[config.mk]
export PLATFORM = sky130hd
export DESIGN_NAME = cpu_cycle_sequencer
export DESIGN_NICKNAME = d
export VERILOG_FILES = /design/src/rtl/cpu_seq_pkg.sv /design/src/rtl/phi_clock_gen.sv /design/src/rtl/cpu_cycle_sequencer.sv
export SDC_FILE = /design/constraint.sdc
export NUM_CORES = 1
export LEC_CHECK = 0
export CAP_MARGIN = 0
export CORE_MARGIN = 2
export CORE_UTILIZATION = 45
export DETAILED_ROUTE_END_ITERATION = 8
export GPL_TIMING_DRIVEN = 1
export PLACE_DENSITY_LB_ADDON = 0.08
export REMOVE_ABC_BUFFERS = 1
export SLEW_MARGIN = 5
export SYNTH_ARGS = -nofsm -noshare
export SYNTH_HDL_FRONTEND = slang
export SYNTH_SLANG_ARGS = --single-unit
[constraint.sdc]
create_clock -name sys_clock -period 2.8 [get_ports sys_clock]
set_input_delay 0.28 -clock sys_clock [delete_from_list [all_inputs] [get_ports sys_clock]]
set_output_delay 0.28 -clock sys_clock [all_outputs]
set_load 0.1 [all_outputs]
[src/rtl/cpu_seq_pkg.sv]
// rtl/cpu_seq_pkg.sv - shared encodings for the CPU cycle sequencer
package cpu_seq_pkg;

  typedef enum logic [1:0] {
    FETCH = 2'd0,
    EXEC  = 2'd1,
    HALT  = 2'd2
  } seq_state_e;

  typedef enum logic [1:0] {
    INT_NONE = 2'd0,
    INT_RST  = 2'd1,
    INT_NMI  = 2'd2,
    INT_IRQ  = 2'd3
  } int_src_e;

  localparam logic [7:0] BRK_OPCODE = 8'h00;

endpackage

[src/rtl/phi_clock_gen.sv]
// rtl/phi_clock_gen.sv - sys_clock divider producing the phi2 level and clk_ph2 boundary strobe
module phi_clock_gen #(
  parameter int PHI_DIV = 12
) (
  input  logic sys_clock,
  input  logic rst,
  output logic phi2,
  output logic clk_ph2
);

  localparam int CNT_W = $clog2(PHI_DIV);

  logic [CNT_W-1:0] div_cnt_q, div_cnt_d;

  always_comb begin
    div_cnt_d = div_cnt_q + 1'b1;
    if (div_cnt_q == CNT_W'(PHI_DIV - 1)) begin
      div_cnt_d = '0;
    end
  end

  always_ff @(posedge sys_clock or posedge rst) begin
    if (rst) begin
      div_cnt_q <= '0;
    end else begin
      div_cnt_q <= div_cnt_d;
    end
  end

  // Decoded straight from the count so the strobe lines up with the boundary posedge.
  assign phi2    = (div_cnt_q >= CNT_W'(PHI_DIV / 2));
  assign clk_ph2 = (div_cnt_q == CNT_W'(PHI_DIV - 1));

endmodule

[src/rtl/cpu_cycle_sequencer.sv]
// rtl/cpu_cycle_sequencer.sv - opcode fetch, cycle counter and interrupt arbitration for the decoder
// Define SEQ_HALT_EN to make cycle overflow sticky (decode_err) and park in HALT.
import cpu_seq_pkg::*;

module cpu_cycle_sequencer #(
  parameter int PHI_DIV = 12,
  parameter int CYCLE_W = 3
) (
  input  logic               sys_clock,
  input  logic               rst,
  input  logic               rdy,
  input  logic               rw,
  input  logic               last_cycle,
  input  logic               nmi_n,
  input  logic               irq_n,
  input  logic               i_flag,
  input  logic [7:0]         data_in,
  output logic               phi2,
  output logic               clk_ph2,
  output logic [CYCLE_W-1:0] cycle,
  output logic [7:0]         IR,
  output logic               sync,
  output logic [1:0]         int_src,
  output logic               decode_err
);

  seq_state_e         state_q, state_d;
  logic [CYCLE_W-1:0] cycle_q, cycle_d;
  logic [7:0]         ir_q, ir_d;
  int_src_e           int_src_q, int_src_d;
  logic               sync_q, sync_d;
  logic               rst_pend_q, rst_pend_d;
  logic               nmi_pend_q, nmi_pend_d;
  logic               nmi_prev_q, nmi_prev_d;
  logic               stall;
  logic               boundary;
`ifdef SEQ_HALT_EN
  logic               err_q, err_d;
`endif

  phi_clock_gen #(.PHI_DIV(PHI_DIV)) u_phi_clock_gen (
    .sys_clock (sys_clock),
    .rst       (rst),
    .phi2      (phi2),
    .clk_ph2   (clk_ph2)
  );

  assign boundary = clk_ph2;
  // Writes never wait on rdy; only read cycles stretch.
  assign stall    = ~rdy & rw;

  always_comb begin
    state_d    = state_q;
    cycle_d    = cycle_q;
    ir_d       = ir_q;
    int_src_d  = int_src_q;
    sync_d     = sync_q;
    rst_pend_d = rst_pend_q;
    nmi_pend_d = nmi_pend_q;
    nmi_prev_d = nmi_prev_q;
`ifdef SEQ_HALT_EN
    err_d      = err_q;
`endif
    if (boundary) begin
      nmi_prev_d = nmi_n;
      if (!stall) begin
        case (state_q)
          FETCH: begin
            cycle_d = '0;
            state_d = EXEC;
            sync_d  = 1'b0;
            if (rst_pend_q) begin
              ir_d       = BRK_OPCODE;
              int_src_d  = INT_RST;
              rst_pend_d = 1'b0;
            end else if (nmi_pend_q) begin
              ir_d       = BRK_OPCODE;
              int_src_d  = INT_NMI;
              nmi_pend_d = 1'b0;
            end else if (!irq_n && !i_flag) begin
              ir_d      = BRK_OPCODE;
              int_src_d = INT_IRQ;
            end else begin
              ir_d      = data_in;
              int_src_d = INT_NONE;
            end
          end
          EXEC: begin
            if (last_cycle) begin
              state_d = FETCH;
              cycle_d = '0;
              sync_d  = 1'b1;
            end else if (cycle_q != '1) begin
              cycle_d = cycle_q + 1'b1;
            end else begin
`ifdef SEQ_HALT_EN
              state_d = HALT;
              err_d   = 1'b1;
              sync_d  = 1'b0;
`else
              state_d = FETCH;
              cycle_d = '0;
              sync_d  = 1'b1;
`endif
            end
          end
`ifdef SEQ_HALT_EN
          HALT: begin
          end
`endif
          default: begin
            state_d = FETCH;
          end
        endcase
      end
      // A fresh edge outranks a service on the same boundary.
      if (nmi_prev_q && !nmi_n) begin
        nmi_pend_d = 1'b1;
      end
    end
  end

  always_ff @(posedge sys_clock or posedge rst) begin
    if (rst) begin
      state_q    <= FETCH;
      cycle_q    <= '0;
      ir_q       <= BRK_OPCODE;
      int_src_q  <= INT_NONE;
      sync_q     <= 1'b0;
      rst_pend_q <= 1'b1;
      nmi_pend_q <= 1'b0;
      nmi_prev_q <= 1'b1;
    end else begin
      state_q    <= state_d;
      cycle_q    <= cycle_d;
      ir_q       <= ir_d;
      int_src_q  <= int_src_d;
      sync_q     <= sync_d;
      rst_pend_q <= rst_pend_d;
      nmi_pend_q <= nmi_pend_d;
      nmi_prev_q <= nmi_prev_d;
    end
  end

`ifdef SEQ_HALT_EN
  always_ff @(posedge sys_clock or posedge rst) begin
    if (rst) begin
      err_q <= 1'b0;
    end else begin
      err_q <= err_d;
    end
  end

  assign decode_err = err_q;
`else
  assign decode_err = 1'b0;
`endif

  assign cycle   = cycle_q;
  assign IR      = ir_q;
  assign int_src = int_src_q;
  assign sync    = sync_q;

endmodule

==> metrics list <==
- 33 I/O pins were placed.
- F_max: between 500 and 600 MHz
- After synthesis, the mean cell area works out to ~10 um2.
- For this design the ratio of total power to cell area is approximately 630 mW/mm2.
- Sum of negative setup slack: 0 ns
* Iter 0 DRT Violations: 14
* Worst Tran Pin Value: 0.808 ns
- The synthesized netlist occupies a cell area of between 0.001 and 0.0015 mm2.
- In the routed design, unresolved DRC markers number 0.
- For this design the static power due to leakage is about 0.67 nW.
- By area the synthesized netlist is led by sky130_fd_sc_hd__dfrtp_1 46%, sky130_fd_sc_hd__o31ai_1 8.9%, sky130_fd_sc_hd__o31ai_2 6.8%, sky130_fd_sc_hd__dfstp_2 4.8%, sky130_fd_sc_hd__ha_1 4.6%.
* Hold violation count in the final report: 0
- The min-delay analysis places its worst path in the category input pin to asynchronous set/reset pin.
- For this design, the CTS-stage hold fixing added 0 buffers.
- Clock latency on the worst-skew pair, taken at its later pin, is 0.30 ns.
- The via count of the first global-routing pass was between 800 and 900.
- Ranked by instance count, the synthesized netlist is headed by 20 x sky130_fd_sc_hd__dfrtp_1, 13 x sky130_fd_sc_hd__o31ai_1, 12 x sky130_fd_sc_hd__inv_1.
- In the synthesized netlist the dominant register cell turns out to be sky130_fd_sc_hd__dfrtp_1.
* Sequential fraction of design power: 42.9%
- The die covers 0.00285 mm2.
- The clock net in this run drives a total of 22 sinks.
* Status: complete, no violations
* Share of Yosys cell area claimed by the top area cell type: between 40% and 50%
- The routed layout has roughly 840 vias.
* GPL Wtd Cong: 0.748
* First-pass GRT wire length: between 3 and 4 mm
- In this run, post-CTS repair resized a total of 0 instances.
* Switching power of the nets: just under 0.4 mW
* Worst endpoint required time: about 2.5 ns
- Chip width: approximately 53 um
* Final period demand of the worst path: approximately 1.9 ns
* Number of different library cells in the post-synthesis netlist: 32
- Across all register-to-register paths, the minimum setup slack is 0.97 ns.
- Async set-reset flop share out of synthesis: 100%
- VDD sags by at most roughly 0.00039 V.
* Area of the core: 0.00225 mm2
* Layout Nets: between 150 and 200
- Port buffering added 31 buffers.
* Type of origin of the critical path: flop
- The detail route stage leaves a number of antenna-violating nets equal to 0.
- Clock root buffer: sky130_fd_sc_hd__clkbuf_4
- Design internal power: just under 0.5 mW
- Clock Path Buffers: 2
* Most numerous cell in the Yosys netlist: sky130_fd_sc_hd__dfrtp_1
- Antenna violations before repair: 0
- Critical path data arrival time: 1.65 ns
* Post-synth top area cell: sky130_fd_sc_hd__dfrtp_1
- Initial standard-cell utilization of the core: approximately half
- Post-Synthesis Cells: about 110
- For this block, the routed nets add up to 2.02 mm of wire.
* Largest net degree at the start of global routing: 23
- Row cnt: 17
* End of the worst register-to-register path: IR[5]$_DFFE_PP0P_
- Flop and latch count out of synthesis: 22
- Avg Vias per Cell: around 5.2
- TritonCTS created 3 clock buffers.
* Maximum level of the CTS H-tree: 1
* Delay of the slowest cell on the worst path: approximately 0.40 ns
* Fraction of final layout cells with drive strength greater than 1: about a quarter
- Relative to the synthesized area, the layout overhead comes to 27.6%.
- Clock slew at reported path FFs: 0.12 ns
- For this design, the slowest cell found on the critical path is sky130_fd_sc_hd__dfrtp_1.
* Post-synthesis sequential area ratio: 50.3%
- Per report_power, the combinational group accounts for between 40% and 50% of the total.
- Grt ovf: 0
- Clock network fraction of design power: about 17%
- Worst-path fanout max: 10
- After routing the design area is approximately 0.0014 mm2.
* Placed Area: 0.00138 mm2
- TritonCTS built the clock tree.
* Number of search-and-repair iterations in the first detailed-routing pass: 4
- On the final layout, the worst clock skew is 0.00242 ns.
- EDFF count, synth: 0
- Number of pins exceeding their max-slew limit in the final report: 0
- From bottom edge to top edge, the die measures ~53 um.
- In this run the tightest slew margin relative to its limit is between 40% and 50%.
- Setup violations remaining at the end of the flow were counted as 0.
- Post-CTS setup buffer count: 0
- After detailed routing, the average wire length per cell comes to 12.4 um.
- For the worst flop-to-flop path, the logic depth is 4.
* Synthesis warning total: 0
- Setup repair after global routing left no endpoint under its margin.
- Startpoint-to-endpoint class of the critical path: flop to primary output
* Final period utilization: 68.8%
- Global-route total usage across every layer: between 10% and 20%
- Max-cap violations: 0
* Proportion of total power due to net switching: approximately 45%
- The critical path goes through ha_1 > nand3b_1 > inv_2 > buf_4.
- Summed over all nets, the half-perimeter wirelength after detailed placement is 1.51 mm.
* Worst reg2reg startpoint: u_phi_clock_gen.div_cnt_q[0]$_DFF_PP0_
- Number of diodes added for antenna fixing: 0
- Type of destination of the critical path: primary output
[metrics by stage]
stage / power (mW) / worst slack (ns) / util [%] / cells / hold slack, ns
6_report: 0.888 / 0.875 / 62.2 / 163 / 0.418
4_1_cts: 0.896 / 0.829 / 62.2 / 163 / 0.451
3_5_place_dp: 0.751 / 0.965 / 61.0 / 159 / 0.478
5_1_grt: 0.933 / 0.726 / 62.2 / 163 / 0.478
2_1_floorplan: 0.660 / 0.937 / - / 98 / 0.268
3_3_place_gp: 0.749 / 1.00 / 61.0 / 159 / 0.465
[final cells by class]
cell class,count,area (um2)
well taps,28,35.0
flip-flops and latches,22,553
inverters,13,48.8
repair buffers,33,285
fillers,211,853
multi-input cells,63,453
clock buffers,4,26.3
[metal layers]
layer  vias up  wire [um]  share of wire [%]  track usage, %
met4         0         14               0.69            6.41
met1       405        877                 43            20.4
met2        15       1040                 51            28.6
li1        420          -                  -               -
met3         2         90                4.5            5.65
met5         -          0                  0               0
[logic make-up (layout without fill, tap and decap cells)]
kind of cell | Yosys count | in the layout | synth area share, %
AOI/OAI and AO/OA | 32 | 32 | 22.4
and+or+nand+nor | 23 | 23 | 11.0
DFF | 22 | 22 | 50.3
buffers and inverters | 21 | 50 | 8.43
adders and majority gates | 4 | 4 | 4.56
muxes | 2 | 2 | 2.05
other | 1 | 1 | 0.341
xor gates and xnor gates | 1 | 1 | 0.797
[registers in the layout, summed over array words and instances (netlist names)]
register	count
cycle	3
nmi_prev_q	1
int_src	2
u_phi_clock_gen.div_cnt_q	4
nmi_pend_q	1
state_q	1
IR	8
sync	1
rst_pend_q	1
[power by group through the flow]
stage	sequential [mW]	combinational (mW)	clock, mW
3_5_place_dp	0.388	0.364	0
5_1_grt	0.387	0.378	0.168
4_1_cts	0.382	0.364	0.150
2_1_floorplan	0.592	0.0684	0
6_report	0.381	0.361	0.146
3_3_place_gp	0.387	0.361	0
[placed cells by master, fill, tap and decap left out, drive strengths merged]
cell and count:
xnor2 1, or2 1, nand2b 2, o31ai 19, inv 13, clkbuf 4, nor2 7, dfstp 2
nand3b 1, nand2 4, or3 2, buf 18, and2 1, conb 1, dfrtp 20, o21a 1
nor2b 2, ha 4, clkdlybuf4s50 15, nor3b 1, o21ai 10, mux2 2, a21o 1, o41ai 1
nor3 2
[worst max-delay path by stage]
| stage | start | endpoint | cells after the start |
|---|---|---|---|
| after floorplan | u_phi_clock_gen.div_cnt_q[0]$_DFF_PP0_ | IR[4]$_DFFE_PP0P_ | 4 |
| after global placement | rw | cycle[0]$_DFFE_PP0P_ | 5 |
| after detailed placement | u_phi_clock_gen.div_cnt_q[0]$_DFF_PP0_ | IR[5]$_DFFE_PP0P_ | 4 |
| after CTS | u_phi_clock_gen.div_cnt_q[0]$_DFF_PP0_ | clk_ph2 | 4 |
| after global routing | u_phi_clock_gen.div_cnt_q[0]$_DFF_PP0_ | clk_ph2 | 4 |
| final | u_phi_clock_gen.div_cnt_q[0]$_DFF_PP0_ | clk_ph2 | 4 |
[critical path, delay by kind of cell (launching register included)]
kind | cells | cell delay, ns
buffers and inverters | 2 | 0.43
DFF | 1 | 0.40
and+or+nand+nor | 1 | 0.30
adders and majority gates | 1 | 0.21
(Power assumes the default switching activity.)
